### config.mk
export PLATFORM = sky130hd
export DESIGN_NAME = as_gpio_arb
export DESIGN_NICKNAME = d
export VERILOG_FILES = /design/src/rtl/as_gpio_arb.sv
export SDC_FILE = /design/constraint.sdc
export NUM_CORES = 1
export LEC_CHECK = 0
export ABC_CLOCK_PERIOD_IN_PS = 1400
export BUFFER_PORTS_ARGS = -buffer_cell sky130_fd_sc_hd__clkbuf_2
export CORE_MARGIN = 4
export CORE_UTILIZATION = 43
export DETAILED_ROUTE_END_ITERATION = 8
export MAX_ROUTING_LAYER = met4
export PLACE_DENSITY = 0.75
export SYNTH_ARGS = -nofsm -noshare
export SYNTH_HDL_FRONTEND = slang
export SYNTH_SLANG_ARGS = --single-unit
### constraint.sdc
create_clock -name clk_i -period 1.4 [get_ports clk_i]
set_input_delay 0.07 -clock clk_i [delete_from_list [all_inputs] [get_ports clk_i]]
set_output_delay 0.07 -clock clk_i [all_outputs]
set_load 0.005 [all_outputs]
### src/rtl/as_gpio_arb.sv
// as_gpio_arb: two-requester GPIO write arbiter (core store path vs. debug).
// A granted request is registered onto gpio_o/gpioAddr_o and qualified by a
// one-cycle cs_o strobe, followed by GAP_CYCLES forced idle cycles. Ties
// between simultaneous requesters are broken by a round-robin pointer.
module as_gpio_arb #(
    parameter int DW         = 8,
    parameter int AW         = 8,
    parameter int GAP_CYCLES = 2,   // 0..15
    parameter int CNT_W      = 16
) (
    input  logic             clk_i,
    input  logic             rst_i,          // active-low, asynchronous
    input  logic             req0_valid_i,
    input  logic [AW-1:0]    req0_addr_i,
    input  logic [DW-1:0]    req0_data_i,
    output logic             req0_ready_o,
    input  logic             req1_valid_i,
    input  logic [AW-1:0]    req1_addr_i,
    input  logic [DW-1:0]    req1_data_i,
    output logic             req1_ready_o,
    output logic [DW-1:0]    gpio_o,
    output logic [AW-1:0]    gpioAddr_o,
    output logic             cs_o,
    output logic             owner_o,
    output logic             busy_o,
    output logic [CNT_W-1:0] xfer_cnt_o
);

    typedef struct packed {
        logic [AW-1:0] addr;
        logic [DW-1:0] data;
    } req_t;

    typedef enum logic [1:0] {
        IDLE   = 2'd0,
        STROBE = 2'd1,
        GAP    = 2'd2
    } state_t;

    localparam logic [3:0]       GAP_LOAD = 4'(GAP_CYCLES);
    localparam logic [CNT_W-1:0] CNT_ONE  = {{(CNT_W-1){1'b0}}, 1'b1};

    state_t     state;
    logic [3:0] gap_cnt;
    logic       rr_ptr;     // requester favoured on a tie (0 = req0)

    logic [1:0] vld;
    req_t       req [2];
    logic       sel;        // requester chosen this cycle
    logic       grant;      // a handshake completes on this edge
    req_t       sel_req;

    assign vld    = {req1_valid_i, req0_valid_i};
    assign req[0] = '{addr: req0_addr_i, data: req0_data_i};
    assign req[1] = '{addr: req1_addr_i, data: req1_data_i};

    // Pick the requester: a lone valid wins outright, a tie goes to rr_ptr.
    // Ready is held low under reset so nothing can be accepted mid-reset.
    always_comb begin
        sel     = 1'b0;
        grant   = 1'b0;
        sel_req = req[0];
        if (vld == 2'b11) sel = rr_ptr;
        else              sel = vld[1];
        sel_req = sel ? req[1] : req[0];
        grant   = (state == IDLE) && rst_i && (|vld);
    end

    assign req0_ready_o = grant && !sel;
    assign req1_ready_o = grant &&  sel;
    assign busy_o       = (state != IDLE);

    // Arbitration FSM: capture on grant, strobe for one cycle, then hold off
    // for GAP_CYCLES before the next grant can be made.
    always_ff @(posedge clk_i or negedge rst_i) begin
        if (!rst_i) begin
            state      <= IDLE;
            gap_cnt    <= 4'd0;
            rr_ptr     <= 1'b0;
            cs_o       <= 1'b0;
            gpio_o     <= '0;
            gpioAddr_o <= '0;
            owner_o    <= 1'b0;
            xfer_cnt_o <= '0;
        end else begin
            case (state)
                IDLE: begin
                    if (grant) begin
                        gpio_o     <= sel_req.data;
                        gpioAddr_o <= sel_req.addr;
                        owner_o    <= sel;
                        rr_ptr     <= ~sel;   // favour the other side next tie
                        cs_o       <= 1'b1;
                        state      <= STROBE;
                    end
                end
                STROBE: begin
                    cs_o       <= 1'b0;
                    xfer_cnt_o <= xfer_cnt_o + CNT_ONE;
                    if (GAP_CYCLES == 0) begin
                        state <= IDLE;
                    end else begin
                        gap_cnt <= GAP_LOAD;
                        state   <= GAP;
                    end
                end
                GAP: begin
                    // Count ends on 1 so exactly GAP_CYCLES cycles are spent here.
                    if (gap_cnt <= 4'd1) begin
                        gap_cnt <= 4'd0;
                        state   <= IDLE;
                    end else begin
                        gap_cnt <= gap_cnt - 4'd1;
                    end
                end
                default: begin
                    cs_o  <= 1'b0;
                    state <= IDLE;
                end
            endcase
        end
    end

endmodule

==> results.toml, run 1 <==
[global_routing]
antenna_found_initial = 0
grt_max_degree = 36
grt_pass1_wl_um = 7941
overflow = 0
grtUsageTotal_pct = 19.67
grt_pass1_vias = 1708

[timing]
period_minus_slack_ns = 1.547
final_hold_viol_count = 0
drv_slew = 0
fin_skew_ns = 0.003286
setup_viol = 27
min_period_over_period_pct = 110.5
fin_tns_setup_ns = -1.961
tightest_slew_ns = 0.4378
clock.fmax_ghz = 0.6465
hold_slack_ns = 0.008392
slew_headroom_pct = 70.81
rsz0062_at_grt = "yes"
worst_slack_ns = -0.1467

[place]
port-buffer-count = 72
finalWeightedCongestion = 0.7850
dpl_worst_slack_ns = -0.05859
placedInstanceArea_um2 = 2506
hpwl_um = 3190

[critical_path]
critPathRequiredTime_ns = 1.57
crit_path_max_fanout = 19
path_cells = "inv_2 -> ha_4 -> buf_6 -> o211ai_1 -> buf_6 -> a222oi_1 -> inv_1"
cpLargestDelayFamily = "buffers and inverters"
cp_common_cell = "buf_6"
crit_type = "flip-flop to flip-flop"
endpoint_kind = "flip-flop"
r2r_setup_slack_ns = -0.15
r2r-start = "state[1]$_DFFE_PN0P_"
reg2regPathDepth = 7
cp_slowest_stage_delay_ns = 0.39
startpoint_type = "flip-flop"
crit_buf_inv = 4
crit_path_top_delay_cell = "dfrtp_1"
arrival_ns = 1.72
reg2reg_to = "gpio_o[4]$_DFFE_PN0P_"

[worst_hold_path]
hold-path-endpoint = "gpioAddr_o[5]$_DFFE_PN0P_"
worstHoldStart = "req1_addr_i[5]"
holdPathStages = 3
hp-class = "input port to flip-flop"

[cells_and_area]
finalNetCount = 321
layout.area.seq_um2 = 1026
final_cell_mix = "clkbuf_2 (71), dfrtp_1 (41), buf_4 (24)"
multi_input_area_um2 = 882.1
final_common_cell = "clkbuf_2"
drive_above_1_share_pct = 51.80
syn_to_final_growth_pct = 59.29
antenna_cells = 0
fillers = 267
final_area_um2 = 2992

[detailed_routing]
wire_per_inst_um = 15.56
vias = 1701
ant_nets = 0
routed_wl_um = 5104
first_pass_iters = 4
drt_iter0_drc = 123
drc = 0
routed_via_density = 5.186

[outcome]
status = "complete, but fails checks"
violations = "negative setup slack"

[die]
io_pins = 73
initial_core_util_pct = 45.64
die_h_um = 74.09
fp.dieW_um = 74.09
rows = 23
die_area_um2 = 5489
core_region_area_um2 = 4115

[power]
peakVddDrop_uv = 873.3
p_sw_mw = 1.829
powerDensity_nw_per_um2 = 1826
leakage_nw = 1.634
power_frac_comb_pct = 44.7
clkPwrFrac_pct = 20.7
p_int_mw = 3.632
swShare_pct = 33.49
power_frac_seq_pct = 34.5

[clock_network]
clk_latency_ns = 0.29
cts.sinks = 41
cts_made_buffers = 5
clock-root-buffer = "clkbuf_8"
cts_tree = "built"
h-tree-depth = 2
clk_path_buf_depth = 2
clkSlewWorstSetupHoldPaths_ns = 0.08

[synthesis]
yosys_register_bits = 41
post_synth_inst_count = 160
syn_area_per_cell_um2 = 11.74
ys_seq_area_share_pct = 54.63
yosysWarningCount = 0
ys_types = 32
syn_area_um2 = 1878
synth_fp_nets = 204

[job]
cap_violations = 0
==> worst reg2reg max path, cell delays in order, from the launching register on <==
cell and delay, ns:
dfrtp_1 0.39, inv_2 0.11, ha_4 0.17, buf_6 0.10
o211ai_1 0.11, buf_6 0.19, a222oi_1 0.29, inv_1 0.08
==> cells in the mapped netlist (all sizes together) <==
cell type	instances	area share, %
a21o	2	0.80
a21oi	2	0.93
a222oi	16	8.5
and3	1	0.33
and4	1	0.47
buf	4	1.3
dfrtp	41	55
ha	8	5.3
inv	25	5.0
mux2	3	1.8
mux2i	1	0.53
nand2	8	1.6
nand3	7	2.8
nand3b	1	0.40
nand4	3	1.3
nand4b	1	0.47
nor2	5	1.0
nor3	4	1.6
nor4	1	0.67
o211ai	2	0.80
o21a	1	0.40
o21ai	7	1.9
or4	1	0.40
xnor2	9	4.2
xor2	6	2.8
==> logic make-up after synthesis <==
group	Yosys count	synth area share [%]
flip-flops	41	54.63
AND/OR/NAND/NOR	33	11.06
AO/OA/AOI/OAI	30	13.32
buffers and inverters	29	6.329
XOR/XNOR	15	6.996
adder cells (fa/ha/maj)	8	5.330
multiplexers	4	2.332
==> sequential cells by signal, summed over array words and instances, names as in the netlist <==
register / cells
xfer_cnt_o: 16
gpioAddr_o: 8
gpio_o: 8
gap_cnt: 4
state: 2
cs_o: 1
owner_o: 1
rr_ptr: 1
==> final cells by class <==
type / count / area share [%]
clock inverter: 3 / 2.300
inverter: 25 / 3.137
timing repair buffer: 114 / 26.39
multi-input combinational: 90 / 29.49
sequential: 41 / 34.30
clock buffer: 5 / 2.300
tap: 50 / 2.091
==> per-stage QoR <==
stage / std cells / power (mW) / util, %
finish: 328 / 5.461 / 72.70
global route: 328 / 5.819 / 72.70
CTS: 328 / 5.397 / 71.21
detailed placement: 300 / 3.819 / 60.90
global placement: 300 / 3.765 / 60.90
floorplan: 160 / 2.925 / -
==> what timing repair did <==
| item | 4_1_cts | 5_1_grt |
|---|---|---|
| endpoints found under the setup margin | 25 | 39 |
| gates resized for setup | 18 | 16 |
| setup buffers | 13 | 0 |
| pin swaps | 22 | 6 |
| hold buffers | 6 | 0 |
| gates cloned | 1 | 0 |
| endpoints found under the hold margin | 9 | 0 |
==> metal layers <==
layer | part of all wire (%) | global-route usage (%)
met5 | 0 | -
met4 | 1.2 | 7.243
met3 | 7.9 | 3.108
met2 | 52 | 37.01
met1 | 39 | 20.38
==> power groups by stage <==
| stage | registers (mW) | logic [mW] | clock network [mW] |
|---|---|---|---|
| after detailed placement | 1.87 | 1.95 | 0 |
| final | 1.89 | 2.44 | 1.13 |
| after CTS | 1.86 | 2.36 | 1.18 |
| after global routing | 1.92 | 2.67 | 1.22 |
| after floorplan | 1.94 | 0.990 | 0 |
| after global placement | 1.86 | 1.90 | 0 |
==> how the worst max path moves through the flow <==
stage	start	end	slack, ns	depth (start not counted)
after floorplan	state[0]$_DFFE_PN0P_	gpioAddr_o[7]$_DFFE_PN0P_	-0.06	7
after global placement	state[1]$_DFFE_PN0P_	xfer_cnt_o[12]$_DFFE_PN0N_	-0.04	6
after detailed placement	state[1]$_DFFE_PN0P_	gpio_o[4]$_DFFE_PN0P_	-0.06	6
after CTS	state[1]$_DFFE_PN0P_	xfer_cnt_o[12]$_DFFE_PN0N_	-0.11	7
after global routing	state[1]$_DFFE_PN0P_	gpioAddr_o[4]$_DFFE_PN0P_	-0.24	7
final	state[1]$_DFFE_PN0P_	gpio_o[4]$_DFFE_PN0P_	-0.15	7
No activity file was read; power rests on OpenSTA's default activity.
==> run 2: changes to the inputs <==
--- a/config.mk
+++ b/config.mk
@@ -12,6 +12,8 @@
 export DETAILED_ROUTE_END_ITERATION = 8
 export MAX_ROUTING_LAYER = met4
 export PLACE_DENSITY = 0.75
+export REMOVE_ABC_BUFFERS = 1
+export SLEW_MARGIN = 25
 export SYNTH_ARGS = -nofsm -noshare
 export SYNTH_HDL_FRONTEND = slang
 export SYNTH_SLANG_ARGS = --single-unit
==> run 2 against run 1 <==
The flow still finishes with violations (negative setup slack). First-iteration DRC count is 8.1% higher. Setup slack worse by 0.025 ns. Largest power group unchanged. Utilization is 0.21 points lower. Register-to-register slack worse by 0.03 ns. Sequential power hardly changed. Via count is 0.53% lower. Sequential share of layout area is 0.10 points higher. Clock-buffer cell count stayed put. Worst hold slack better by 0.018 ns. Clock power is 39% lower.
==> results.toml, run 2 (synthesized netlist as in run 1, its figures left out) <==
[clock_network]
clkSlewWorstSetupHoldPaths_ns = 0.07
clk_path_buf_depth = 2
h-tree-depth = 2
cts_tree = "built"
clk_latency_ns = 0.28
cts_made_buffers = 5
cts.sinks = 41
clock-root-buffer = "clkbuf_8"

[cells_and_area]
fillers = 262
drive_above_1_share_pct = 55.47
largest_register_ffs = 16
layout.area.seq_um2 = 1026
top_regs = "xfer_cnt_o (16), gpioAddr_o (8), gpio_o (8)"
syn_to_final_growth_pct = 58.83
multi_input_area_um2 = 973.4
finalNetCount = 319
postLayoutCoreUtil_pct = 72.48
final_cell_mix = "clkbuf_2 (71), dfrtp_1 (41), buf_4 (25)"
final_common_cell = "clkbuf_2"
final_area_um2 = 2983
antenna_cells = 0
regMostFlops = "xfer_cnt_o"

[die]
die_area_um2 = 5489
core_region_area_um2 = 4115
initial_core_util_pct = 45.64
die_h_um = 74.09
io_pins = 73
fp.dieW_um = 74.09
rows = 23

[global_routing]
overflow = 0
grt_pass1_wl_um = 7514
grt_max_degree = 39
grtUsageTotal_pct = 18.15
antenna_found_initial = 0
grt_pass1_vias = 1684

[place]
dpl_worst_slack_ns = -0.1918
hpwl_um = 3195
port-buffer-count = 72
placedInstanceArea_um2 = 2481
finalWeightedCongestion = 0.8044

[critical_path]
reg2regPathDepth = 7
arrival_ns = 1.77
endpoint_kind = "flip-flop"
critPathRequiredTime_ns = 1.60
crit_type = "flip-flop to flip-flop"
startpoint_type = "flip-flop"
crit_path_max_fanout = 3

[timing]
min_period_over_period_pct = 112.3
fin_skew_ns = 0.005663
setup_viol = 30
rsz0062_at_grt = "yes"
worst_slack_ns = -0.1719
hold_slack_ns = 0.02687
tightest_slew_ns = 0.4768
slew_headroom_pct = 68.21
final_hold_viol_count = 0
clock.fmax_ghz = 0.6362
drv_slew = 0
period_minus_slack_ns = 1.572

[power]
peakVddDrop_uv = 1120
leakage_nw = 1.641
powerDensity_nw_per_um2 = 1699

[worst_hold_path]
hp-class = "input port to flip-flop"
holdPathStages = 3

[outcome]
violations = "negative setup slack"
status = "complete, but fails checks"

[detailed_routing]
vias = 1692
drc = 0
drt_iter0_drc = 133
routed_via_density = 5.222
wire_per_inst_um = 15.44
ant_nets = 0
first_pass_iters = 5
routed_wl_um = 5002

[job]
cap_violations = 0
## run 2: worst max-delay path: stages (launching register included)
cell and delay, ns:
dfrtp_1 0.39, inv_2 0.10, buf_6 0.11, ha_4 0.16, nand3_4 0.09, nor3_4 0.20
and4_1 0.25, xor2_1 0.19
## run 2: worst paths after layout
kind                       slack (ns)                          to                        from
hold / removal                   0.03   gpioAddr_o[5]$_DFFE_PN0P_              req1_addr_i[5]
setup / recovery                -0.17  xfer_cnt_o[12]$_DFFE_PN0N_        state[1]$_DFFE_PN0P_
setup reg to reg                -0.17  xfer_cnt_o[12]$_DFFE_PN0N_        state[1]$_DFFE_PN0P_
max in group asynchronous        0.38   gpioAddr_o[0]$_DFFE_PN0P_                       rst_i
min in group asynchronous        0.29      gap_cnt[3]$_DFFE_PN0P_                       rst_i
hold reg to reg                  0.48  xfer_cnt_o[15]$_DFFE_PN0N_  xfer_cnt_o[15]$_DFFE_PN0N_
## run 2: layer usage
metal | wire length, um | up-vias | share of wire, % | GRT usage [%]
met3 | 413 | 4 | 8.3 | 2.973
met5 | 0 | - | 0 | -
li1 | - | 805 | - | -
met4 | 42 | 0 | 0.84 | 5.433
met2 | 2491 | 76 | 50 | 31.99
met1 | 2054 | 807 | 41 | 21.20
## run 2: metrics by stage
stage / setup TNS (ns) / power [mW] / cells
2_1_floorplan: -4.763 / 2.770 / 156
3_5_place_dp: -2.829 / 3.755 / 302
3_3_place_gp: -1.398 / 3.702 / 302
4_1_cts: -2.308 / 4.936 / 320
5_1_grt: -4.574 / 5.407 / 324
6_report: -1.641 / 5.067 / 324
## run 2: cell type report
type                            instances  area share [%]
Clock buffer                            5           2.307
Clock inverter                          1          0.1678
Inverter                               25           3.146
Multi-Input combinational cell         90           32.63
Sequential cell                        41           34.40
Tap cell                               50           2.097
Timing Repair Buffer                  112           25.25
## run 2: power by group
part | internal (mW) | switching, mW
registers | 1.58 | 0.324
logic | 1.36 | 1.12
clock network | 0.328 | 0.357
total | 3.27 | 1.80
## run 2: what timing repair did
item,4_1_cts,5_1_grt
gates resized for setup,35,28
hold buffers,1,0
pin swaps,28,20
buffers inserted,10,9
endpoints found under the setup margin,32,38
endpoints found under the hold margin,21,0
gates cloned,2,1
